[src/rtl/or_reduce_pipe.sv]
// Pipelined OR unit: two-operand OR, OR-reduction tree and a sticky accumulator,
// LAT = log2(WIDTH) stages with a valid/ready handshake and a whole-pipe stall.
module or_reduce_pipe #(
  parameter int WIDTH = 8
) (
  input  logic             clk,
  input  logic             rst_n,
  input  logic             in_valid,
  output logic             in_ready,
  input  logic [1:0]       op,
  input  logic [WIDTH-1:0] a,
  input  logic [WIDTH-1:0] b,
  output logic             out_valid,
  input  logic             out_ready,
  output logic [WIDTH-1:0] out_data,
  output logic             out_any,
  output logic [WIDTH-1:0] acc_q
);

  localparam int LAT = $clog2(WIDTH);

  localparam logic [1:0] OP_OR2    = 2'b00;
  localparam logic [1:0] OP_REDUCE = 2'b01;
  localparam logic [1:0] OP_ACCUM  = 2'b10;
  localparam logic [1:0] OP_CLEAR  = 2'b11;

  if (WIDTH < 2 || WIDTH > 64 || (WIDTH & (WIDTH - 1)) != 0) begin : g_bad_width
    $error("or_reduce_pipe: WIDTH must be a power of two in 2..64");
  end

  logic stall;
  assign stall    = out_valid && !out_ready;
  assign in_ready = !stall;

  // Level 0 is the live input; levels 1..LAT-1 are registers; the output register is level LAT.
  for (genvar gi = 0; gi < LAT; gi++) begin : g_st
    logic             v;
    logic [1:0]       o;
    logic [WIDTH-1:0] x;
    logic [WIDTH-1:0] y;

    if (gi == 0) begin : g_in
      assign v = in_valid;
      assign o = op;
      assign x = a;
      assign y = b;
    end else begin : g_reg
      logic [WIDTH-1:0] x_red;

      always_comb begin
        x_red = '0;
        for (int i = 0; i < (WIDTH >> gi); i++) begin
          x_red[i] = g_st[gi-1].x[2*i] | g_st[gi-1].x[2*i+1];
        end
      end

      always_ff @(posedge clk or negedge rst_n) begin
        if (!rst_n) begin
          v <= 1'b0;
          o <= '0;
          x <= '0;
          y <= '0;
        end else if (!stall) begin
          v <= g_st[gi-1].v;
          o <= g_st[gi-1].o;
          x <= (g_st[gi-1].o == OP_REDUCE) ? x_red : g_st[gi-1].x;
          y <= g_st[gi-1].y;
        end
      end
    end
  end

  logic [WIDTH-1:0] res;

  // Final level: the reduce tree has two live bits left at this point.
  always_comb begin
    res = '0;
    case (g_st[LAT-1].o)
      OP_OR2:    res = g_st[LAT-1].x | g_st[LAT-1].y;
      OP_REDUCE: res[0] = g_st[LAT-1].x[0] | g_st[LAT-1].x[1];
      OP_ACCUM:  res = acc_q | g_st[LAT-1].x;
      default:   res = '0;
    endcase
  end

  always_ff @(posedge clk or negedge rst_n) begin
    if (!rst_n) begin
      out_valid <= 1'b0;
      out_data  <= '0;
      acc_q     <= '0;
    end else if (!stall) begin
      out_valid <= g_st[LAT-1].v;
      if (g_st[LAT-1].v) begin
        out_data <= res;
        if (g_st[LAT-1].o == OP_ACCUM || g_st[LAT-1].o == OP_CLEAR) begin
          acc_q <= res;
        end
      end
    end
  end

  assign out_any = |out_data;

endmodule

[config.mk]
export PLATFORM = sky130hd
export DESIGN_NAME = or_reduce_pipe
export DESIGN_NICKNAME = d
export VERILOG_FILES = /design/src/rtl/or_reduce_pipe.sv
export SDC_FILE = /design/constraint.sdc
export NUM_CORES = 1
export LEC_CHECK = 0
export BUFFER_PORTS_ARGS = -buffer_cell sky130_fd_sc_hd__buf_2
export CORE_MARGIN = 1.5
export CORE_UTILIZATION = 46
export CTS_CLUSTER_DIAMETER = 60
export CTS_CLUSTER_SIZE = 16
export DETAILED_ROUTE_END_ITERATION = 10
export PLACE_DENSITY = 0.69
export RECOVER_POWER = 50
export SYNTH_ARGS = -nofsm -noshare
export SYNTH_HDL_FRONTEND = slang
export SYNTH_SLANG_ARGS = --single-unit
[constraint.sdc]
create_clock -name clk -period 1.7 [get_ports clk]
set_clock_uncertainty 0.05 [all_clocks]
set_input_delay 0.17 -clock clk [delete_from_list [all_inputs] [get_ports clk]]
set_output_delay 0.17 -clock clk [all_outputs]
set_load 0.005 [all_outputs]
==> results of run 1 <==
state kept, by name, indices dropped and copies added (netlist names):
register and cells:
acc_q 8, g_st.o 4, g_st.v 2, g_st.x 16
g_st.y 16, out_data 8, out_valid 1
power breakdown:
group / total (mW) / internal (mW) / switching, mW / leakage (nW)
Sequential: 2.17 / 1.77 / 0.407 / 0.673
Clock: 0.766 / 0.306 / 0.460 / 0.0502
Combinational: 1.27 / 0.620 / 0.652 / 0.609
cell type report:
class                           instances  area [um^2]  area share (%)
Multi-Input combinational cell        153          828            30.4
Clock buffer                            5         68.8            2.53
Inverter                                1         6.26           0.230
Tap cell                               67         83.8            3.08
Timing Repair Buffer                   52          333            12.2
Clock inverter                          3         28.8            1.06
Sequential cell                        55         1380            50.5
kinds of logic after synthesis:
logic type | count (synthesis)
and+or+nand+nor | 106
DFF | 55
AOI/OAI and AO/OA | 46
buffers and inverters | 13
muxes | 1
timing repair:
action / 4_1_cts / 5_1_grt
gates resized for setup: 0 / 1
setup endpoints to repair: 0 / 1
endpoints found under the hold margin: 62 / 0
hold buffers: 8 / 0
tightest hold or removal path: stages:
cell	delay [ns]
sky130_fd_sc_hd__buf_2	0.07
sky130_fd_sc_hd__nand2_1	0.04
sky130_fd_sc_hd__nand2_1	0.06
metal layers:
layer  up-vias  track usage, %  share of wire (%)
li1        856               -                  -
met1       815            29.5                 50
met2        44            31.3                 45
met3         4            4.12                3.9
met4         0            7.41                1.3
met5         -               0                  0
synthesized netlist by cell type, drive strengths merged:
| cell | instances |
|---|---|
| buf | 9 |
| and3 | 1 |
| nor4 | 3 |
| or4b | 4 |
| nand2b | 1 |
| and2 | 1 |
| inv | 1 |
| nor2 | 10 |
| mux2 | 1 |
| clkbuf | 3 |
| o2bb2ai | 7 |
| nand2 | 74 |
| nor3b | 1 |
| a21oi | 2 |
| a31oi | 8 |
| a22o | 10 |
| dfrtp | 55 |
| o21bai | 1 |
| and2b | 4 |
| nor2b | 6 |
| a211oi | 8 |
| o21ai | 10 |
| nand3b | 1 |
worst max-delay path by stage:
| stage | startpoint | endpoint | slack (ns) | cells past startpoint |
|---|---|---|---|---|
| finish | out_valid | in_ready | 0.11 | 4 |
| global route | out_valid | in_ready | 0.04 | 4 |
| CTS | out_valid | in_ready | 0.02 | 4 |
| detailed placement | out_valid | out_data[0] | 0.26 | 4 |
| global placement | out_valid | out_data[0] | 0.32 | 4 |
| floorplan | out_valid | out_data[0] | 0.47 | 4 |
==> results.md, run 1 <==
Floorplan:
- From bottom edge to top edge, the die measures around 73 um.
- The die area is 5390 um^2.
- The starting utilization of the core area is between 40% and 50%.
- The die extent in x is 73.4 um.
- The core area is roughly 4800 um^2.
- The floorplan has 25 rows.
- 41 I/O pins were placed.

Finish:
- The number of nets in the layout is 290.
- The filler cell count in the final layout is 447.
- The post-route standard cell area excluding fillers is 2730 um^2.
- The fraction of the core area covered by cells at the end of the flow is 57.3%.
- The count of cells in the finished layout, fillers not included, comes to roughly 340.
- 0 antenna diodes ended up in the layout.
- In the layout the commonest cells are 73 x sky130_fd_sc_hd__nand2_1, 55 x sky130_fd_sc_hd__dfrtp_1, 38 x sky130_fd_sc_hd__buf_2.
- The library cell used most frequently in the layout, excluding fill and tap cells, is sky130_fd_sc_hd__nand2_1.
- Relative to the synthesized area, the layout overhead comes to 19.5%.
- In the final layout, the share of cells above drive strength 1 is 21.2%.

Route:
- Using the TritonRoute via totals, the vias-per-cell ratio works out to 5.12.
- For this block, the routed nets add up to 4730 um of wire.
- After detailed routing, the number of remaining DRC violations is 0.
- The pre-antenna-repair detailed-routing pass consisted of 4 iterations.
- After the first detailed-routing iteration, the DRC count stood at 121.
- The number of vias in the routed layout is approximately 1700.
- The count of nets left with antenna violations once routing finished came out at 0.
- After detailed routing, the average wire length per cell comes to 14.1 um.

Placement:
- At the end of routability-driven placement, the weighted congestion stood at roughly 0.8.
- The placed instance count is 320.
- The placed instances occupy a cell area of 2560 um^2.
- The placed wire-length estimate is around 3300 um.
- The quantity of I/O buffers inserted on ports is 40.
- OpenSTA, run right after detailed placement, puts the worst setup slack at between 0.2 and 0.3 ns.

Global route:
- The first global-routing pass estimated between 8000 and 9000 um of wire.
- The number of antenna violations at the first check in global routing is 0.
- The largest net degree at the start of global routing is 56.
- The total overflow left after global routing is 0.
- For this run, the total global-route usage over all layers was measured as 20.6%.
- The number of global-route vias before repair is about 1700.

Worst setup path:
- The flop-to-flop setup slack is 0.26 ns.
- STA classifies the critical path endpoint as an output pin.
- In this run the critical register-to-register path is launched from g_st[2].o[1].
- The cell family contributing the most delay on the critical path is buffers and inverters.
- The slowest stage of the critical path belongs to the cell sky130_fd_sc_hd__dfrtp_1.
- The critical path in this run is classified as flop to output pin.
- STA puts the critical path data required time at 1.48 ns.
- The critical path goes through nor2b_2 > inv_4 > buf_12 > buf_2.
- Of all nets on the critical path, the largest fanout is 21.
- Measured in cells, the most critical reg-to-reg path has a length of 3.
- The arrival time of the worst setup path is ~1.4 ns.
- The biggest cell delay along the critical path is 0.35 ns.
- The end of the worst register-to-register path is out_data[0].
- The count of buffer and inverter cells on the critical path is 3.
- The worst setup path is launched from a flop.

Synth:
- The synthesis warning total is 0.
- The share of synthesized area spent on multiplexers is less than 1%.
- The area share of the largest cell type after synthesis is ~60%.
- The xor/xnor share of the synthesized area is 0%.
- The portion of the post-synthesis area used by sequential elements is 60.3%.
- The adder and majority cell fraction of the synthesized area is 0%.
- The instance count of the mapped netlist is roughly 220.
- The post-synthesis average cell area is ~10 um^2.
- The net count after synthesis is between 200 and 250.
- The synthesized netlist devotes 14.3% of its cell area to compound gates.
- The summed instance area of the synthesized netlist is 2280 um^2.
- The netlist uses 27 different library cells.
- Summed over all instances, the cell type with the most area after synthesis is sky130_fd_sc_hd__dfrtp_1.
- By area the synthesized netlist is led by sky130_fd_sc_hd__dfrtp_1 60%, sky130_fd_sc_hd__nand2_1 12%, sky130_fd_sc_hd__a22o_1 3.8%.
- Summing the areas of all and, or, nand and nor instances in the mapped netlist gives 21.4% of the synthesized area.
- The largest family of logic cells by synthesized area is simple AND/OR/NAND/NOR gates.
- The register bit count reported by yosys is 55.

Timing:
- In this run the tightest slew margin relative to its limit is 51.3%.
- Adding up every negative setup slack in the final design gives 0 ns.
- The final setup violation count is 0.
- The final-report max-slew violation count is 0.
- The final period demand of the worst path is 1.59 ns.
- After layout, the worst path uses 93.6% of the clock period.
- Derived from the worst setup path, the maximum achievable clock frequency is 629 MHz.
- The hold violation count in the final report is 0.
- Hold timing on the final database bottoms out at a slack of between 0.01 and 0.015 ns.
- The worst setup slack after layout is 0.110 ns.
- For the pin with the worst max-slew slack, the measured transition is 0.730 ns.
- Setup repair after global routing left no endpoint under its margin.

Min path:
- The type of the tightest min-delay check is input port to flop.
- The worst hold path depth is 3.
- The terminating pin of the worst hold path is g_st[1].y[6].
- In this run the most critical hold path is launched from b[6].

Power and ir drop:
- VDD sags by at most 0.640 mV.
- The leakage power is 1.33 nW.
- The design draws 4.21 mW.
- Dividing total power by cell area gives a power density of 1550 nW/um^2.

Clock network:
- The number of clock sinks is 55.
- The number of buffers created by CTS is 5.
- The clock slew seen by the registers of the worst setup and hold paths is 0.10 ns.
- The maximum buffer depth of the clock tree is 2.
- The TritonCTS clock tree is built.
- The count of H-tree levels built during CTS is 2.
- After clock tree synthesis, the setup repair step added 0 buffers.
- The later pin in the worst-skew pair is clocked with a latency of approximately 0.31 ns.
- In this run the clock root is driven by a sky130_fd_sc_hd__clkbuf_8.

Run status:
- The run finished with clean final reports.

Flow run:
- Across the run, the number of max-cap violations was 0.
Note: power is estimated with default switching activity, not from simulation.
==> inputs of run 2 (changes only) <==
RECOVER_POWER = 25   (was 50)
==> results.md, run 2 (synthesis results as in run 1) <==
Power and ir drop:
- IR analysis of the VDD net gives a maximum drop of between 0.6 and 0.7 mV.
- The switching power total is 1.52 mW.
- Dividing total power by cell area gives a power density of 1550 nW/um^2.
- Internal power comes to 2.70 mW.
- Sequential cells account for 51.6% of the total power.
- The relative contribution of the clock network to total power is 18.2%.
- For this design the static power due to leakage is 1.34 nW.
- The share of total power dissipated in combinational logic is about 30%.
- The total power after layout is 4.22 mW.
- The switching part of the total power is 36.0%.

Timing:
- The post-route setup TNS is 0 ns.
- Derived from the worst setup path, the maximum achievable clock frequency is roughly 630 MHz.
- Setup repair after global routing left no endpoint under its margin.
- The hold violation count in the final report is 0.
- The worst slew margin relative to its limit is about half.
- The final period demand of the worst path is 1.59 ns.
- The final-report max-slew violation count is 0.
- In the finished design, the share of the clock period the worst path needs comes to 93.6%.
- Setup violations remaining at the end of the flow were counted as 0.
- For the pin with the worst max-slew slack, the measured transition is around 0.73 ns.

Finish:
- The library cell used most frequently in the layout, excluding fill and tap cells, is sky130_fd_sc_hd__nand2_1.
- Fill cells in the final layout number 446.
- In the final layout, the share of cells above drive strength 1 is 21.9%.
- The number of nets in the layout is 290.
- The top cell types in the final layout, fill and taps aside, are 73 x sky130_fd_sc_hd__nand2_1, 55 x sky130_fd_sc_hd__dfrtp_1, 40 x sky130_fd_sc_hd__buf_2.
- In the final layout, the registers with the most flip-flops are g_st.x x16, g_st.y x16.
- Relative to the synthesized area, the layout overhead comes to 19.6%.
- The fraction of the core area covered by cells at the end of the flow is a little under three fifths.
- The number of antenna diodes in the final layout is 0.

Global route:
- Global routing used 20.6% of the available tracks.
- The number of antenna violations at the first check in global routing is 0.
- The number of global-route vias before repair is 1745.
- Entering global routing, the biggest net connects 56 pins.
- The overflow left after global routing is 0.
- The first-pass GRT wire length is 8380 um.

Route:
- The final routed wire length divided by cell count is 14.1 um.
- The via count normalized by instance count is 5.12.
- Once detail routing completed, the nets flagged for antenna violations numbered 0.
- The final layout contains routed wiring with a total length of 4730 um.
- The DRC marker count from the first detailed-route iteration is 121.
- For this run, the detailed router's first-pass iteration total came to 4.
- The final routed DRC violation total is 0.
- Detailed routing inserted a total of 1719 vias.

Floorplan:
- The starting utilization of the core area is 48.0%.
- The die covers 5390 um^2.
- The die height is 73.4 um.
- The core area is ~4800 um^2.
- The floorplan has 25 rows.
- In this run the horizontal extent of the chip is 73.4 um.
- In this run the count of I/O pins placed on the die edge is 41.

Worst setup path:
- In this run the worst path has a maximum fanout of 21.
- The worst setup path is captured at an output pin.
- STA classifies the critical path startpoint as a flop.
- The arrival time of the worst setup path is 1.37 ns.
- The startpoint identified for the worst register-to-register timing path is g_st[2].o[1].
- At the worst endpoint, the required time is 1.48 ns.
- The worst setup path category is flop to output pin.
- The start point of the critical path is out_valid.
- In this run the register-to-register setup slack is 0.26 ns.

Min path:
- The start point of the worst hold path is b[6].
- In this run the worst hold path is classified as input port to flop.

Clock network:
- Counting every sink on the clock net gives 55.
- The number of buffers created by CTS is 5.
- The source-to-sink clock delay at the later pin of the worst-skew pair is 0.31 ns.
- After clock tree synthesis, the clock-pin slew on the worst setup and hold paths is 0.10 ns.
- The maximum buffer depth of the clock tree is 2.
- The count of H-tree levels built during CTS is 2.
- The CTS root buffer is sky130_fd_sc_hd__clkbuf_8.
- TritonCTS built the clock tree.

Placement:
- The weighted congestion reported at the end of routability-driven placement is ~0.8.
- The count of buffers added on input and output ports is 40.
- The HPWL after detailed placement is 3290 um.

Run status:
- The flow ran to the end, and the final reports show no timing, DRC or antenna violations.

Flow run:
- The max-capacitance violation count is 0.
-- run 2: routing by layer --
| layer | track usage (%) | vias to the layer above | routed length [um] |
|---|---|---|---|
| met5 | 0 | - | 0 |
| met4 | 7.41 | 0 | 63 |
| met3 | 4.12 | 4 | 184 |
| met2 | 31.3 | 44 | 2110 |
| met1 | 29.5 | 815 | 2370 |
| li1 | - | 856 | - |
-- run 2: power by group through the flow --
stage / clock network, mW / logic (mW) / registers [mW]
finish: 0.766 / 1.28 / 2.17
global route: 0.823 / 1.48 / 2.25
CTS: 0.783 / 1.30 / 2.17
detailed placement: 0 / 1.28 / 2.20
global placement: 0 / 1.24 / 2.18
floorplan: 0 / 0.868 / 2.07
-- run 2: final cells by class --
cell class / instances / area [um^2] / area share, %
Sequential cell: 55 / 1380 / 50.5
Timing Repair Buffer: 52 / 335 / 12.3
Tap cell: 67 / 83.8 / 3.07
Inverter: 1 / 6.26 / 0.229
Clock inverter: 3 / 28.8 / 1.06
Clock buffer: 5 / 68.8 / 2.52
Multi-Input combinational cell: 153 / 828 / 30.4
-- run 2: worst max-delay path, stage by stage, from the launching register on --
cell	delay, ns
sky130_fd_sc_hd__dfrtp_1	0.35
sky130_fd_sc_hd__nor2b_2	0.26
sky130_fd_sc_hd__inv_4	0.14
sky130_fd_sc_hd__buf_12	0.18
sky130_fd_sc_hd__buf_2	0.13
-- run 2: per-stage QoR --
step / std cells / area (um^2) / setup slack, ns / hold slack (ns)
after global routing: 336 / 2730 / 0.0417 / 0.0258
after CTS: 336 / 2740 / 0.0236 / 0.00372
after global placement: 320 / 2560 / 0.317 / 0.141
after detailed placement: 320 / 2560 / 0.261 / 0.141
final: 336 / 2730 / 0.110 / 0.0107
after floorplan: 221 / 2280 / 0.469 / -0.176
-- run 2: repair_timing --
action / 4_1_cts / 5_1_grt
hold buffers: 8 / 0
setup buffers: 0 / 0
endpoints found under the setup margin: 0 / 1
resized for setup: 0 / 1
endpoints found under the hold margin: 62 / 0
-- run 2: final timing paths --
check,endpoint,cells after the start
min reg2reg,g_st[1].y[0],2
min,g_st[1].y[6],3
max reg2reg,out_data[0],3
max,in_ready,4
min in group asynchronous,out_data[0],3
max in group asynchronous,g_st[1].y[6],3
==> inputs of run 3 (changes only) <==
CORE_UTILIZATION = 45   (was 46)
PLACE_DENSITY = 0.68   (was 0.69)
==> results.md, run 3 (synthesis results as in run 1) <==
Timing:
- The final-report max-slew violation count was 0.
- After layout, the minimum clock period comes to 1.55 ns.
- The worst path uses 91.1% of the clock period.
- The post-route setup TNS is 0 ns.
- The post-route worst hold slack is around 0.0064 ns.
- The hold violation count in the final report came to 0.
- Static timing analysis puts the maximum clock frequency at 646 MHz.
- Setup violations remaining at the end of the flow were counted as 0.
- The worst slew margin relative to its limit is 33.5%.
- For the pin with the worst max-slew slack, the measured transition is 0.998 ns.
- Setup repair after global routing left no endpoint under its margin.

Power and ir drop:
- The design draws 4.18 mW.
- The highest ir drop seen on vdd is about 0.6 mV.
- The internal power of the cells totals 2.70 mW.
- The clock network is responsible for 18.3% of the overall power.
- Summed over all cells, the static leakage comes to 1.32 nW.
- The part of the total power dissipated in combinational logic is 29.4%.
- Per report_power, the sequential group accounts for 52.3% of the total.
- The power density of the placed cells is 1550 nW/um^2.
- In this run the power spent charging and discharging nets is between 1 and 1.5 mW.
- The switching part of the total power is about a third.

Placement:
- The cell area after placement is 2550 um^2.
- Summed over all nets, the half-perimeter wirelength after detailed placement is 3320 um.
- Port buffering added 40 buffers.
- The weighted congestion reported at the end of routability-driven placement is between 0.8 and 0.9.
- The placed instance count is about 320.

Clock network:
- The count of H-tree levels built during CTS is 2.
- The maximum buffer depth of the clock tree is 2.
- Clock-pin slew was measured on the worst setup and hold paths at about 0.1 ns.
- The later pin in the worst-skew pair is clocked with a latency of 0.31 ns.
- In this run the clock root is driven by a sky130_fd_sc_hd__clkbuf_8.
- TritonCTS built the clock tree.
- After clock tree synthesis, the setup repair step added 0 buffers.
- TritonCTS created 5 clock buffers.
- The number of clock sinks is 55.

Floorplan:
- The die extent in x is about 74 um.
- 41 I/O pins were placed.
- The die height is 74.2 um.
- The standard-cell row count is 25.
- Once the floorplan was initialized, standard cells occupied 47.4% of the core.
- The total area inside the core boundary comes to just under 5000 um^2.
- The die covers about 5500 um^2.

Global route:
- The number of global-route vias before repair is 1668.
- Across every metal layer, demand over resource in global routing totals 19.1%.
- Global routing finished with a remaining overflow of 0.
- The largest net degree at the start of global routing is 47.
- The number of antenna violations at the first check in global routing is 0.
- The first global-routing pass estimated 7960 um of wire.

Route:
- After detailed routing, the number of remaining DRC violations is 0.
- The via count normalized by instance count is 5.16.
- Summing over every cut layer, the via total after detailed routing is 1718.
- The detail route stage leaves a number of antenna-violating nets equal to 0.
- The DRC marker count from the first detailed-route iteration is 167.
- Before antenna repair, the detailed router went through 4 iterations.
- The final routed wire length divided by cell count is 14.1 um.
- After detailed routing, the total wire length is roughly 4700 um.

Worst setup path:
- The capturing element type of the critical path is an output pin.
- The worst setup path category is flop to output pin.
- The required time reported for the critical path endpoint is 1.48 ns.
- Data on the critical path arrives at its endpoint at 1.33 ns.
- The largest delay contributor family on the critical path is buffers and inverters.
- The worst setup path is launched from a flop.
- The most critical setup path has its startpoint at out_valid.
- Walking the worst path, the cells encountered are nor2b_2 > inv_2 > buf_4 > buf_2.
- The count of buffer and inverter cells on the critical path is 3.
- The startpoint identified for the worst register-to-register timing path is g_st[2].o[1].
- The highest-delay cell along the critical path is sky130_fd_sc_hd__dfrtp_1.
- The flop-to-flop setup slack is 0.23 ns.
- The largest single stage delay on the critical path is 0.38 ns.
- Along the worst path, the maximum fanout reaches 19.

Min path:
- The startpoint identified for the worst hold timing path is b[0].
- The worst hold path belongs to the class input port to flop.

Finish:
- The share of final-layout standard cells stronger than drive strength 1 is 22.2%.
- In the final layout, the registers with the most flip-flops are g_st.x x16, g_st.y x16.
- The final standard cell count with taps included and fillers excluded is approximately 330.
- Fill cells in the final layout number between 400 and 500.
- The number of antenna diodes in the final layout is 0.
- The net count of the finished layout is between 200 and 300.
- The post-route standard cell area excluding fillers is roughly 2700 um^2.
- The library cell used most frequently in the layout, excluding fill and tap cells, is sky130_fd_sc_hd__nand2_1.
- In the layout the commonest cells are 73 x sky130_fd_sc_hd__nand2_1, 55 x sky130_fd_sc_hd__dfrtp_1, 39 x sky130_fd_sc_hd__buf_2.
- The synthesis-to-finish area growth is 18.0%.

Flow run:
- The max-capacitance violation count is 0.

Run status:
- The flow ran to the end, and the final reports show no timing, DRC or antenna violations.
==> run 3: worst paths after layout <==
path                                end  cells after the start
max                            in_ready                      4
min                        g_st[1].y[0]                      3
max reg2reg                    acc_q[7]                      3
min reg2reg                g_st[1].y[7]                      2
max in group asynchronous  g_st[2].y[3]                      3
min in group asynchronous     g_st[2].v                      2
==> run 3: metal layers <==
layer	global-route usage, %	wire, um	up-vias
li1	-	-	850
met1	26.9	2330	814
met2	29.1	2090	44
met3	4.61	203	10
met4	6.79	89	0
met5	0	0	-
==> run 3: through the flow <==
| stage | util [%] | worst slack [ns] |
|---|---|---|
| final | 55.9 | 0.151 |
| after global routing | 55.9 | 0.0704 |
| after CTS | 55.9 | 0.136 |
| after detailed placement | 53.0 | 0.259 |
| after global placement | 53.0 | 0.308 |
| after floorplan | - | 0.469 |
==> run 3: area by class of cell <==
class,count,area [um^2],share of cell area (%)
clock buffer,6,82.6,3.07
sequential,55,1380,51.1
tap,67,83.8,3.11
inverter,1,3.75,0.139
timing repair buffer,49,302,11.2
clock inverter,2,16.3,0.604
multi-input combinational,153,828,30.8
==> run 3: power groups by stage <==
| stage | clock network [mW] | logic (mW) | registers, mW |
|---|---|---|---|
| floorplan | 0 | 0.868 | 2.07 |
| global placement | 0 | 1.19 | 2.20 |
| detailed placement | 0 | 1.24 | 2.21 |
| CTS | 0.786 | 1.25 | 2.18 |
| global route | 0.825 | 1.42 | 2.25 |
| finish | 0.765 | 1.23 | 2.19 |
==> run 3: what timing repair did <==
item	4_1_cts	5_1_grt
endpoints found under the setup margin	0	0
resized for setup	0	0
endpoints found under the hold margin	18	0
hold buffers	4	0
==> run 3: tightest hold or removal path: stages <==
cell and delay, ns:
sky130_fd_sc_hd__buf_2 0.07, sky130_fd_sc_hd__nand2_1 0.04, sky130_fd_sc_hd__nand2_1 0.05
